File: config.mk
export PLATFORM = sky130hd
export DESIGN_NAME = core2uart_tx
export DESIGN_NICKNAME = d
export VERILOG_FILES = /design/src/rtl/core2uart_pkg.sv /design/src/rtl/sync_fifo.sv /design/src/rtl/core2uart_tx.sv
export SDC_FILE = /design/constraint.sdc
export NUM_CORES = 1
export LEC_CHECK = 0
export BUFFER_PORTS_ARGS = -buffer_cell sky130_fd_sc_hd__buf_2
export CAP_MARGIN = 5
export CELL_PAD_IN_SITES_DETAIL_PLACEMENT = 1
export CELL_PAD_IN_SITES_GLOBAL_PLACEMENT = 2
export CORE_ASPECT_RATIO = 0.8
export CORE_MARGIN = 3
export CORE_UTILIZATION = 44
export DETAILED_ROUTE_END_ITERATION = 10
export PLACE_DENSITY = 0.8
export SKIP_CTS_REPAIR_TIMING = 1
export SLEW_MARGIN = 15
export SYNTH_ARGS = -nofsm -noshare
export SYNTH_HDL_FRONTEND = slang
export SYNTH_HIERARCHICAL = 1
export SYNTH_SLANG_ARGS = --single-unit
export TNS_END_PERCENT = 50
File: constraint.sdc
create_clock -name clk -period 3.1 [get_ports clk]
set_input_delay 0.155 -clock clk [delete_from_list [all_inputs] [get_ports clk]]
set_output_delay 0.155 -clock clk [all_outputs]
set_load 0.005 [all_outputs]
File: src/rtl/core2uart_pkg.sv
// Shared types and helpers for the core-to-host result path: FSM state
// encoding, ASCII terminator bytes and the nibble-to-hex-character map.
package core2uart_pkg;

  typedef enum logic [2:0] {
    ST_IDLE = 3'd0,
    ST_LOAD = 3'd1,
    ST_SEND = 3'd2,
    ST_GAP  = 3'd3,
    ST_WAIT = 3'd4
  } state_e;

  localparam logic [7:0] ASCII_CR = 8'h0D;
  localparam logic [7:0] ASCII_LF = 8'h0A;

  // Uppercase hex: 0-9 -> '0'..'9', 10-15 -> 'A'..'F'.
  function automatic logic [7:0] hex_ascii(input logic [3:0] n);
    return (n < 4'd10) ? (8'h30 + {4'h0, n}) : (8'h37 + {4'h0, n});
  endfunction

endpackage

File: src/rtl/sync_fifo.sv
// Single-clock word FIFO with count-based full/empty flags.
// Writes are dropped when full and reads are ignored when empty.
module sync_fifo #(
  parameter int DW    = 32,
  parameter int DEPTH = 4
) (
  input  logic          clk,
  input  logic          rst,
  input  logic [DW-1:0] wr_data,
  input  logic          wr_en,
  input  logic          rd_en,
  output logic [DW-1:0] rd_data,
  output logic          full,
  output logic          empty
);

  localparam int AW = (DEPTH > 1) ? $clog2(DEPTH) : 1;

  logic [DW-1:0] mem [DEPTH];
  logic [AW-1:0] wr_ptr;
  logic [AW-1:0] rd_ptr;
  logic [AW:0]   count;
  logic          push;
  logic          pop;

  assign full    = (count == (AW+1)'(DEPTH));
  assign empty   = (count == '0);
  assign push    = wr_en & ~full;
  assign pop     = rd_en & ~empty;
  assign rd_data = mem[rd_ptr];

  always_ff @(posedge clk or negedge rst) begin
    if (!rst) begin
      wr_ptr <= '0;
      rd_ptr <= '0;
      count  <= '0;
    end else begin
      if (push) wr_ptr <= wr_ptr + AW'(1);
      if (pop)  rd_ptr <= rd_ptr + AW'(1);
      case ({push, pop})
        2'b10:   count <= count + (AW+1)'(1);
        2'b01:   count <= count - (AW+1)'(1);
        default: count <= count;
      endcase
    end
  end

  // Storage needs no reset; the pointers and count define what is valid.
  always_ff @(posedge clk) begin
    if (push) mem[wr_ptr] <= wr_data;
  end

endmodule

File: src/rtl/core2uart_tx.sv
// Buffers result words from the core and sends each as an ASCII message
// (prefix, uppercase hex MSB nibble first, optional CR LF) to uart_top.
module core2uart_tx
  import core2uart_pkg::*;
#(
  parameter int         DW         = 32,
  parameter int         FIFO_DEPTH = 4,
  parameter logic [7:0] PREFIX     = 8'h4E,
  parameter bit         USE_CRLF   = 1'b1
) (
  input  logic          clk,
  input  logic          rst,
  input  logic [DW-1:0] in_data,
  input  logic          in_valid,
  output logic          in_ready,
  output logic [7:0]    tx_data,
  output logic          new_tx_data,
  input  logic          tx_busy,
  output logic          busy,
  output logic          msg_done,
  output state_e        dbg_state
);

  // Handshake: a word moves from the core when in_valid & in_ready are both
  // high on a clk edge; in_ready depends only on registered FIFO occupancy.

  localparam int NH = DW / 4;
  localparam int NB = 1 + NH + (USE_CRLF ? 2 : 0);
  localparam int IW = $clog2(NB);
  localparam logic [IW-1:0] LAST_IDX = IW'(NB - 1);

  state_e        state, state_d;
  logic [IW-1:0] idx, idx_d;
  logic [DW-1:0] word_q, word_d;
  logic [7:0]    tx_data_q, tx_data_d;
  logic          new_tx_q, new_tx_d;
  logic          msg_done_q, msg_done_d;
  logic          fifo_pop;
  logic          fifo_full;
  logic          fifo_empty;
  logic [DW-1:0] fifo_head;
  logic [7:0]    cur_byte;

  sync_fifo #(
    .DW    (DW),
    .DEPTH (FIFO_DEPTH)
  ) u_fifo (
    .clk     (clk),
    .rst     (rst),
    .wr_data (in_data),
    .wr_en   (in_valid),
    .rd_en   (fifo_pop),
    .rd_data (fifo_head),
    .full    (fifo_full),
    .empty   (fifo_empty)
  );

  assign in_ready    = ~fifo_full;
  assign busy        = (state != ST_IDLE) | ~fifo_empty;
  assign tx_data     = tx_data_q;
  assign new_tx_data = new_tx_q;
  assign msg_done    = msg_done_q;
  assign dbg_state   = state;

  // Byte mux: index 0 is the prefix, then hex digits MSB nibble first,
  // then the optional terminator pair.
  always_comb begin
    cur_byte = PREFIX;
    for (int i = 1; i <= NH; i++) begin
      if (idx == IW'(i)) cur_byte = hex_ascii(word_q[4*(NH-i) +: 4]);
    end
    if (USE_CRLF && (idx == IW'(NH + 1))) cur_byte = ASCII_CR;
    if (USE_CRLF && (idx == IW'(NH + 2))) cur_byte = ASCII_LF;
  end

  always_ff @(posedge clk or negedge rst) begin
    if (!rst) begin
      state      <= ST_IDLE;
      idx        <= '0;
      word_q     <= '0;
      tx_data_q  <= '0;
      new_tx_q   <= 1'b0;
      msg_done_q <= 1'b0;
    end else begin
      state      <= state_d;
      idx        <= idx_d;
      word_q     <= word_d;
      tx_data_q  <= tx_data_d;
      new_tx_q   <= new_tx_d;
      msg_done_q <= msg_done_d;
    end
  end

  always_comb begin
    state_d    = state;
    idx_d      = idx;
    word_d     = word_q;
    tx_data_d  = tx_data_q;
    new_tx_d   = 1'b0;
    msg_done_d = 1'b0;
    fifo_pop   = 1'b0;
    case (state)
      ST_IDLE: begin
        if (!fifo_empty) state_d = ST_LOAD;
      end
      ST_LOAD: begin
        fifo_pop = 1'b1;
        word_d   = fifo_head;
        idx_d    = '0;
        state_d  = ST_SEND;
      end
      ST_SEND: begin
        if (!tx_busy) begin
          tx_data_d = cur_byte;
          new_tx_d  = 1'b1;
          state_d   = ST_GAP;
        end
      end
      // uart_top raises tx_busy one cycle after the pulse, so it is not
      // trustworthy here.
      ST_GAP: begin
        state_d = ST_WAIT;
      end
      ST_WAIT: begin
        if (!tx_busy) begin
          if (idx == LAST_IDX) begin
            msg_done_d = 1'b1;
            state_d    = fifo_empty ? ST_IDLE : ST_LOAD;
          end else begin
            idx_d   = idx + IW'(1);
            state_d = ST_SEND;
          end
        end
      end
      default: state_d = ST_IDLE;
    endcase
  end

endmodule

## Word-level counts from Yosys, hierarchy flattened

Memory sizes are Yosys's and may differ from the RTL's. A register that Yosys moved wholly into a read port is not among the register bits.
Index checks and enable logic that the tools add are counted.

| word-level totals | value |
|---|---|
| register bits | 24 |
| RAM bits | 128 |
| input port bits | 36 |
| output and inout bits | 15 |
| logic and storage cells | 110 |
| memories kept | 1 |

| cells by class | value |
|---|---|
| $add $sub $neg | 21 |
| order comparisons | 8 |
| equal/unequal tests | 21 |
| muxes and demuxes | 36 |
| bitwise logic cells | 6 |
| reductions and logical operators | 9 |

Memories:

| memory | words | bits a word | read ports | clocked after Yosys merged registers in | write ports | line | RTL |
|---|---|---|---|---|---|---|---|
| u_fifo.mem | 4 | 32 | 1 | 1 | 1 | sync_fifo.sv:19 | `logic [DW-1:0] mem [DEPTH];` |

Operator list:

| cell | number |
|---|---|
| 6-bit by 4-bit adder with 7-bit output, first input constant | 16 |
| 7-bit 2-to-1 mux | 12 |
| 8-bit 2-to-1 mux | 6 |
| 4-bit less-than comparator, second input constant | 8 |
| 4-bit by 3-bit equality test with 1-bit output, second input constant | 4 |
| 3-bit one-hot mux with 5 select lines | 1 |
| 4-bit equality test, second input constant | 3 |
| 1-bit 2-to-1 mux | 9 |
| 3-bit 2-to-1 mux | 3 |
| 4-bit by 2-bit equality test with 1-bit output, second input constant | 2 |
| 4-bit 2-to-1 mux | 2 |
| 2-bit inequality test, second input constant | 4 |
| 4-bit one-hot mux with 2 select lines | 1 |
| 3-bit by 2-bit equality test with 1-bit output, second input constant | 2 |
| 3-bit equality test, second input constant | 2 |
| 3-bit logical NOT | 2 |
| 3-bit one-hot mux with 2 select lines | 1 |
| 3-bit AND reduction | 2 |
| 2-bit by 1-bit adder with 2-bit output, second input constant | 2 |
| 4-bit by 1-bit adder with 4-bit output, second input constant | 1 |
| 4-bit by 1-bit equality test with 1-bit output, second input constant | 1 |
| 2-bit nonzero test | 2 |
| 3-bit by 1-bit adder with 3-bit output, second input constant | 1 |
| 3-bit by 1-bit equality test with 1-bit output, second input constant | 1 |
| 10 further kinds | 13 |

## Depth between registers and ports, before layout

Gate-level depths: netlist (run 1).

| logic depth | value |
|---|---|
| word-level depth | 12 |
| mapped depth | 11 |
| depth with buffers taken out | 9 |

## By module

Netlist (run 1), hierarchy kept.

By module, submodules not included:

| module | instances | cells an instance | area each (um2) | seq. area each (um2) |
|---|---|---|---|---|
| sync_fifo | 1 | 206 | 5041.1 | 4018.9 |
| core2uart_tx | 1 | 365 | 3149.3 | 1201.2 |

## Worst setup path before layout (run 1)

OpenSTA, ideal clock, no wires.

| timing | value |
|---|---|
| path type | reg2reg |
| from | reg state[1], in the netlist dbg_state[1] |
| to | reg u_fifo.count[2] |
| library setup time | 79 ps |
| arrival | 2533 ps |
| required time | 3021 ps |
| slack | 488 ps |
| stages on the path, launching flop included | 12 |
| buffers on the path | 3 |
| clock period less this slack | 2612 ps |
| cell sequence | dfrtp_1 > buf_4 > nor3b_1 > buf_2 > buf_2 > o31a_2 > ha_1 > inv_1 > fa_1 > xor2_1 > nor2_1 > xor2_1 |

| between the ends | value |
|---|---|
| longest elaborated chain between the ends | 5 |
| elaborated cells on any way between the ends | 7 |
| those cells by class | 3 x eq/ne; 2 x mux; 1 x bitwise; 1 x reduce/logical |

Ends and longest elaborated chain:

| what | line | RTL |
|---|---|---|
| start: declaration | core2uart_tx.sv:32 | `state_e state, state_d;` |
| start signal: assignment | core2uart_tx.sv:85 | `state <= state_d;` |
| 3-bit by 1-bit equality test with 1-bit output (*) | core2uart_tx.sv:102 | `case (state)` |
| 1-bit 2-to-1 mux (*) | core2uart_tx.sv:102 |  |
| net fifo_pop | core2uart_tx.sv:38 | `logic fifo_pop;` |
| 1-bit bitwise AND (*) | sync_fifo.sv:29 | `assign pop = rd_en & ~empty;` |
| net u_fifo.pop | sync_fifo.sv:24 | `logic pop;` |
| 2-bit by 1-bit equality test with 1-bit output or 2-bit equality test (tied branches) | sync_fifo.sv:40 | `case ({push, pop})` |
| 3-bit one-hot mux with 2 select lines or 2-bit nonzero test (tied branches) | -- |  |
| end signal: assignment | sync_fifo.sv:41 | `2'b10: count <= count + (AW+1)'(1);` |
| end signal: assignment | sync_fifo.sv:42 | `2'b01: count <= count - (AW+1)'(1);` |
| end signal: assignment | sync_fifo.sv:43 | `default: count <= count;` |
| end: declaration | sync_fifo.sv:22 | `logic [AW:0] count;` |

Mark *: on every way through the listed nets, which the timed path passes. The rest lies on a longest branch.
A chain may end at the register's enable or synchronous reset.

## Final worst setup path (run 1)

| timing | value |
|---|---|
| from | reg idx[1] |
| to | reg tx_data_q[6], in the netlist tx_data[6] |

| between the ends | value |
|---|---|
| longest elaborated chain between the ends | 11 |
| elaborated cells on any way between the ends | 20 |
| those cells by class | 10 x eq/ne; 10 x mux |

Ends and longest elaborated chain:

| what | line | RTL |
|---|---|---|
| start: declaration | core2uart_tx.sv:33 | `logic [IW-1:0] idx, idx_d;` |
| start signal: assignment | core2uart_tx.sv:86 | `idx <= idx_d;` |
| 4-bit by 1-bit equality test with 1-bit output | core2uart_tx.sv:70 | `if (idx == IW'(i)) cur_byte = hex_ascii(word_q[4*(NH-i) +: 4]);` |
| 7-bit 2-to-1 mux (4 in series) | core2uart_tx.sv:70 |  |
| 8-bit 2-to-1 mux (4 in series) | core2uart_tx.sv:70 |  |
| 8-bit 2-to-1 mux | core2uart_tx.sv:72 | `if (USE_CRLF && (idx == IW'(NH + 1))) cur_byte = ASCII_CR;` |
| 8-bit 2-to-1 mux (*) | core2uart_tx.sv:73 | `if (USE_CRLF && (idx == IW'(NH + 2))) cur_byte = ASCII_LF;` |
| end signal: assignment | core2uart_tx.sv:88 | `tx_data_q <= tx_data_d;` |
| end: declaration | core2uart_tx.sv:35 | `logic [7:0] tx_data_q, tx_data_d;` |

Every way passes the cells marked *; elsewhere a longest branch is shown, timed or not.

==> results.py, run 1 <==
metrics = {
    "clock_network": {
        "cts_sinks": 183,
        "clockBufferDepth": 2,
        "clkTransAtPathRegs_ps": 70,
        "worst_skew_pair.late_latency_ps": 430,
        "htree_levels": 4,
        "cts_buffers": 17,
        "cts_tree": "built",
        "root_buffer": "clkbuf_16",
    },
    "global_route": {
        "antenna_found_initial": 0,
        "grt_usage_pct": 19.1,
        "grt_pass1_wl_um": 29500,
        "overflow": 0,
        "grt_max_degree": 60,
        "grt_pass1_vias": 5281,
    },
    "critical_path": {
        "r2r_slack_ps": 620,
        "critical_path_required_ps": 3420,
        "rr_startpoint": "idx[1]$_DFFE_PN0P_",
        "start_kind": "flip-flop",
        "critical_path_class": "reg -> reg",
        "cp_max_fo": 10,
        "arrival_ps": 2800,
        "r2r_end": "tx_data[6]$_DFFE_PN0P_",
        "reg2regPathDepth": 7,
        "end_kind": "flip-flop",
    },
    "min_path": {
        "hold_class": "in -> reg",
        "hold_depth": 2,
        "worstHoldStart": "tx_busy",
        "min_to": "msg_done$_DFF_PN0_",
    },
    "yosys": {
        "async_flop_share_pct": 30.1,
        "ys_ff_latch": 183,
        "syn_area_mm2": 0.00819,
        "ys.warnings.count": 6,
        "syn_nets": 625,
        "synth_top_cell_area_share_pct": 46.9,
        "synth_ff_type": "edfxtp_1",
        "netlist_instances": 571,
        "synth_edf_count": 128,
        "synth_top_area_cell": "edfxtp_1",
        "synth-seq-area-share_pct": 63.7,
        "synth_area_leaders": "edfxtp_1 47%, dfrtp_1 17%, mux4_2 8.8%, o21ai_0 3.0%, ha_1 2.6%",
        "synth_cell_type_count": 69,
        "syn_avg_cell_area_um2": 14.3,
    },
    "timing": {
        "slew_viol_final": 0,
        "hold_viol_final": 0,
        "finalCritPeriodShare_pct": 80.2,
        "layout_min_cycle_time_ps": 2480,
        "rsz0062_at_grt": "no",
        "skew_ps": 7.81,
        "max_slew.worst_pin.slew_ps": 1030,
        "fmax_mhz": 402,
        "slew_headroom_pct": 31.6,
        "setup_tns_ps": 0,
        "finalSetupViolCount": 0,
    },
    "floorplan": {
        "rows": 43,
        "io_pins": 51,
        "die_h_um": 128,
        "initial_utilization_pct": 46.0,
        "design.core.area_mm2": 0.0178,
        "dieArea_mm2": 0.0203,
        "die_w_um": 159,
    },
    "power_and_ir_drop": {
        "irDropWorstVdd_v": 0.000623,
        "p_per_area_mw_per_mm2": 933,
        "p_leak_nw": 3.53,
        "power_mw": 8.95,
    },
    "placed_design": {
        "dpl.cell_count": 845,
        "dp_hpwl_um": 11900,
        "place_congestion": 0.865,
        "port_buffers": 49,
    },
    "route": {
        "ant_nets": 0,
        "drc": 0,
        "totalWireLength_um": 18400,
        "avgViaCountPerCell": 5.46,
        "num_vias": 4973,
        "drt_first_pass_iters": 4,
        "wl_per_cell_um": 20.3,
        "drt_iter0_drc": 303,
    },
    "cells_and_area": {
        "fin_cells": 910,
        "insertedDiodeCount": 0,
        "fillerInstances": 1747,
        "drive_gt1_share_pct": 21.6,
        "syn_to_final_growth_pct": 17.1,
        "fin_nets": 704,
    },
    "flow_run": {
        "cap_violations": 0,
    },
    "run_status": {
        "status": "finished clean",
    },
}
-- worst max path at each step --
stage	start	slack [ps]	endpoint
CTS	idx[0]$_DFFE_PN0P_	690	tx_data[6]$_DFFE_PN0P_
detailed placement	idx[0]$_DFFE_PN0P_	690	tx_data[6]$_DFFE_PN0P_
floorplan	dbg_state[1]$_DFFE_PN0P_	490	u_fifo/count[2]$_DFFE_PN0P_
global placement	idx[0]$_DFFE_PN0P_	870	tx_data[6]$_DFFE_PN0P_
global route	idx[0]$_DFFE_PN0P_	430	tx_data[6]$_DFFE_PN0P_
finish	idx[1]$_DFFE_PN0P_	620	tx_data[6]$_DFFE_PN0P_
-- layout by cell type (no fill, tap or decap), types with 4 or more instances in the layout --
cell type and instances:
inv_1 36, nor2_1 14, and3b_1 5, a221oi_1 5, ha_1 17, o21ai_0 49, buf_2 49, nor2b_1 6
a31oi_1 5, dlygate4sd3_1 33, mux4_2 32, dfrtp_1 54, nand3_1 6, xor2_1 4, edfxtp_1 128, a21oi_1 25
nor3_1 4, nand2_1 51, inv_6 6, mux2_2 9, xnor2_1 12, and4b_1 4, and3_2 4, o211ai_1 5
clkbuf_16 17, nand3b_1 4, nand4_1 4, buf_4 4
-- state kept, by name, indices dropped and copies added (netlist names) --
name and flops:
dbg_state 3, idx 4, u_fifo/count 3, msg_done 1
u_fifo/mem 128, word_q 32, u_fifo/wr_ptr 2, u_fifo/rd_ptr 2
new_tx_data 1, tx_data 7
-- final cells by class --
type                            count  area, µm²  area share (%)
Sequential cell                   183       5220            54.4
Timing Repair Buffer               87        626            6.52
Clock buffer                       17        425            4.44
Tap cell                          247        309            3.22
Inverter                           37        151            1.58
Multi-Input combinational cell    324       2680            27.9
Clock inverter                     15        179            1.87
-- through the flow --
stage	setup slack (ps)	utilization, %	hold WS [ps]	area (µm²)
after floorplan	488	-	-141	8190
after detailed placement	691	48.6	241	8660
final	615	53.9	30.5	9590
after global routing	433	53.9	23.5	9590
after global placement	875	48.6	241	8660
after CTS	688	52.0	-231	9260
-- worst max-delay path: stages, from the launching register on --
cell and delay, ps:
dfrtp_1 450, inv_1 110, ha_1 410, nor2b_1 370, o211ai_1 150, a311oi_1 390, o211ai_1 220, a32o_1 280
-- where the power goes --
| part | total [mW] | internal [mW] | leakage (nW) | switching (mW) |
|---|---|---|---|---|
| logic | 2.88 | 1.31 | 1.39 | 1.57 |
| clock network | 2.21 | 1.22 | 0.296 | 0.986 |
| registers | 3.86 | 3.34 | 1.84 | 0.517 |
| total | 8.95 | 5.87 | 3.53 | 3.08 |
-- synthesized netlist by cell type (4+ instances only) --
| library cell | count |
|---|---|
| edfxtp_1 | 128 |
| dfrtp_1 | 55 |
| nand2_1 | 51 |
| o21ai_0 | 49 |
| inv_1 | 36 |
| mux4_2 | 32 |
| a21oi_1 | 25 |
| ha_1 | 17 |
| nor2_1 | 14 |
| clkbuf_1 | 12 |
| xnor2_1 | 12 |
| mux2_2 | 9 |
| buf_2 | 8 |
| nand3_1 | 6 |
| nor2b_1 | 6 |
| a221oi_1 | 5 |
| a31oi_1 | 5 |
| and3b_1 | 5 |
| buf_4 | 5 |
| o211ai_1 | 5 |
| and3_2 | 4 |
| and4b_1 | 4 |
| nand3b_1 | 4 |
| nand4_1 | 4 |
| nor3_1 | 4 |
| xor2_1 | 4 |
-- cell families after synthesis --
group                    count (synthesis)  share of synthesized area (%)
flip-flops                             183                           63.7
AND/OR/NAND/NOR                        123                           8.26
AO/OA/AOI/OAI                          122                           9.32
buffers and inverters                   64                           3.62
multiplexers                            44                           10.5
adder cells (fa/ha/maj)                 18                           2.84
XOR/XNOR                                16                           1.71
other                                    1                         0.0458
-- routing by layer --
| metal | part of all wire, % | vias up | track usage, % |
|---|---|---|---|
| li1 | - | 2329 | - |
| met1 | 47 | 2540 | 26.8 |
| met2 | 49 | 85 | 30.6 |
| met3 | 3.1 | 19 | 4.15 |
| met4 | 1.1 | 0 | 5.06 |
| met5 | 0 | - | 0 |
Power figures use the tool's default switching activity.
==> run 2, diff against run 1 <==
--- a/config.mk
+++ b/config.mk
@@ -11,9 +11,9 @@
 export CELL_PAD_IN_SITES_GLOBAL_PLACEMENT = 2
 export CORE_ASPECT_RATIO = 0.8
 export CORE_MARGIN = 3
-export CORE_UTILIZATION = 44
+export CORE_UTILIZATION = 40
 export DETAILED_ROUTE_END_ITERATION = 10
-export PLACE_DENSITY = 0.8
+export PLACE_DENSITY = 0.76
 export SKIP_CTS_REPAIR_TIMING = 1
 export SLEW_MARGIN = 15
 export SYNTH_ARGS = -nofsm -noshare
==> constraint.sdc (replaced) <==
create_clock -name clk -period 2.2 [get_ports clk]
set_input_delay 0.11 -clock clk [delete_from_list [all_inputs] [get_ports clk]]
set_output_delay 0.11 -clock clk [all_outputs]
set_load 0.005 [all_outputs]
==> run 2 against run 1 <==
Against the previous run: utilization down 4.7 points; sequential share of layout area down 1.2 points; largest cell class unchanged; critical endpoint is now u_fifo/count[2]$_DFFE_PN0P_; worst hold slack improved by 21 ps; setup slack got worse by 540 ps; total power up 42%; critical path depth grew 2; clock skew is 3.3 ps higher; combinational power up 53%; critical path type unchanged; highest routed layer unchanged; maximum frequency increased by 17%.
==> results.py, run 2 (same netlist as run 1, synthesis figures left out) <==
metrics = {
    "timing": {
        "fin_ws_ps": 75.2,
        "setup_tns_ps": 0,
        "finalSetupViolCount": 0,
        "layout_min_cycle_time_ps": 2120,
        "hold_viol_final": 0,
        "skew_ps": 11.1,
        "finalCritPeriodShare_pct": 96.6,
        "slew_viol_final": 0,
        "fmax_mhz": 471,
        "max_slew.worst_pin.slew_ps": 1010,
        "rsz0062_at_grt": "yes",
        "slew_headroom_pct": 32.4,
    },
    "floorplan": {
        "die_w_um": 166,
        "design.core.area_mm2": 0.0200,
        "io_pins": 51,
        "die_h_um": 134,
        "dieArea_mm2": 0.0222,
        "rows": 46,
        "initial_utilization_pct": 41.0,
    },
    "route": {
        "avgViaCountPerCell": 5.37,
        "ant_nets": 0,
        "totalWireLength_um": 18700,
        "drc": 0,
        "drt_first_pass_iters": 4,
        "num_vias": 5095,
        "wl_per_cell_um": 19.8,
        "drt_iter0_drc": 345,
    },
    "cells_and_area": {
        "drive_gt1_share_pct": 25.0,
        "final_cell_mix": "128 x edfxtp_1, 52 x dfrtp_1, 51 x nand2_1, 49 x o21ai_0, 49 x buf_2",
        "largest_reg_flops": 128,
        "fillerInstances": 1972,
        "fin_cells": 948,
        "fin_nets": 725,
        "top_register": "u_fifo/mem",
        "final_common_cell": "edfxtp_1",
        "syn_to_final_growth_pct": 19.8,
        "insertedDiodeCount": 0,
    },
    "placed_design": {
        "dpl.cell_count": 880,
        "dp_hpwl_um": 12200,
        "pre_cts_ws_ps": -59.0,
        "port_buffers": 49,
        "place_congestion": 0.866,
    },
    "clock_network": {
        "worst_skew_pair.late_latency_ps": 430,
        "root_buffer": "clkbuf_16",
        "clkTransAtPathRegs_ps": 70,
        "cts_tree": "built",
        "htree_levels": 4,
        "clockBufferDepth": 2,
        "cts_sinks": 183,
        "cts_buffers": 17,
    },
    "critical_path": {
        "cp_slowest_cell": "or3b_4",
        "rr_startpoint": "u_fifo/count[1]$_DFFE_PN0P_",
        "cp_max_fo": 6,
        "end_kind": "flip-flop",
        "critical_path_required_ps": 2550,
        "start_kind": "flip-flop",
        "critical_path_class": "reg -> reg",
        "critPathMaxStageDelay_ps": 420,
        "worstPathCellList": "or3b_4, and2_4, inv_1, ha_4, inv_1, fa_2, xor2_1, nor2_1, xor2_1",
        "arrival_ps": 2470,
        "startpoint": "u_fifo/count[1]$_DFFE_PN0P_",
    },
    "power_and_ir_drop": {
        "irDropWorstVdd_v": 0.00111,
        "power_mw": 12.7,
        "p_per_area_mw_per_mm2": 1290,
        "p_leak_nw": 3.61,
    },
    "min_path": {
        "hold_class": "in -> reg",
        "worstHoldStart": "in_valid",
    },
    "flow_run": {
        "cap_violations": 0,
    },
    "global_route": {
        "overflow": 0,
        "grt_usage_pct": 17.5,
        "antenna_found_initial": 0,
        "grt_pass1_wl_um": 30000,
        "grt_max_degree": 60,
        "grt_pass1_vias": 5385,
    },
    "run_status": {
        "status": "finished clean",
    },
}
-- run 2: worst paths after layout --
check                                                to  slack (ps)  cells after the start
setup / recovery            u_fifo/count[2]$_DFFE_PN0P_          80                      9
min in group asynchronous         word_q[3]$_DFFE_PN0P_         360                      3
hold / removal             u_fifo/wr_ptr[0]$_DFFE_PN0P_          50                      3
setup reg to reg            u_fifo/count[2]$_DFFE_PN0P_          80                      9
max in group asynchronous            idx[1]$_DFFE_PN0P_        1320                      3
hold reg to reg                  tx_data[4]$_DFFE_PN0P_         530                      2
-- run 2: where the power goes --
| part | switching, mW | internal [mW] | leakage [nW] |
|---|---|---|---|
| Combinational | 2.41 | 2.01 | 1.51 |
| Sequential | 0.618 | 4.72 | 1.84 |
| Clock | 1.43 | 1.50 | 0.264 |
| Total | 4.46 | 8.23 | 3.61 |
-- run 2: routing by layer --
layer	vias to the layer above	wire length, µm	track usage (%)
li1	2364	-	-
met1	2635	8850	24.1
met5	-	0	0
met2	86	9000	28.4
met3	10	698	4.10
met4	0	195	4.34
-- run 2: stage by stage --
| stage | utilization, % | instance area (µm²) | hold slack, ps |
|---|---|---|---|
| after CTS | 47.2 | 9420 | -160 |
| after global routing | 49.1 | 9810 | 45.2 |
| final | 49.1 | 9810 | 51.6 |
| after global placement | 44.3 | 8850 | 293 |
| after detailed placement | 44.3 | 8850 | 309 |
| after floorplan | - | 8240 | -186 |
-- run 2: worst max-delay path: cells and delay by family, from the launching register on --
| kind | cells | cell delay (ps) |
|---|---|---|
| xor+xnor | 2 | 310 |
| fa+ha+maj | 2 | 470 |
| buf+inv | 2 | 130 |
| flops | 1 | 410 |
| simple gates | 3 | 720 |
-- run 2: area by class of cell --
cell class,count,area (µm²),share of cell area [%]
multi-input cells,324,2740,27.9
clock buffers,19,433,4.41
flip-flops and latches,183,5220,53.2
repair buffers,108,798,8.14
inverters,37,151,1.54
well taps,264,330,3.37
clock inverters,13,134,1.36
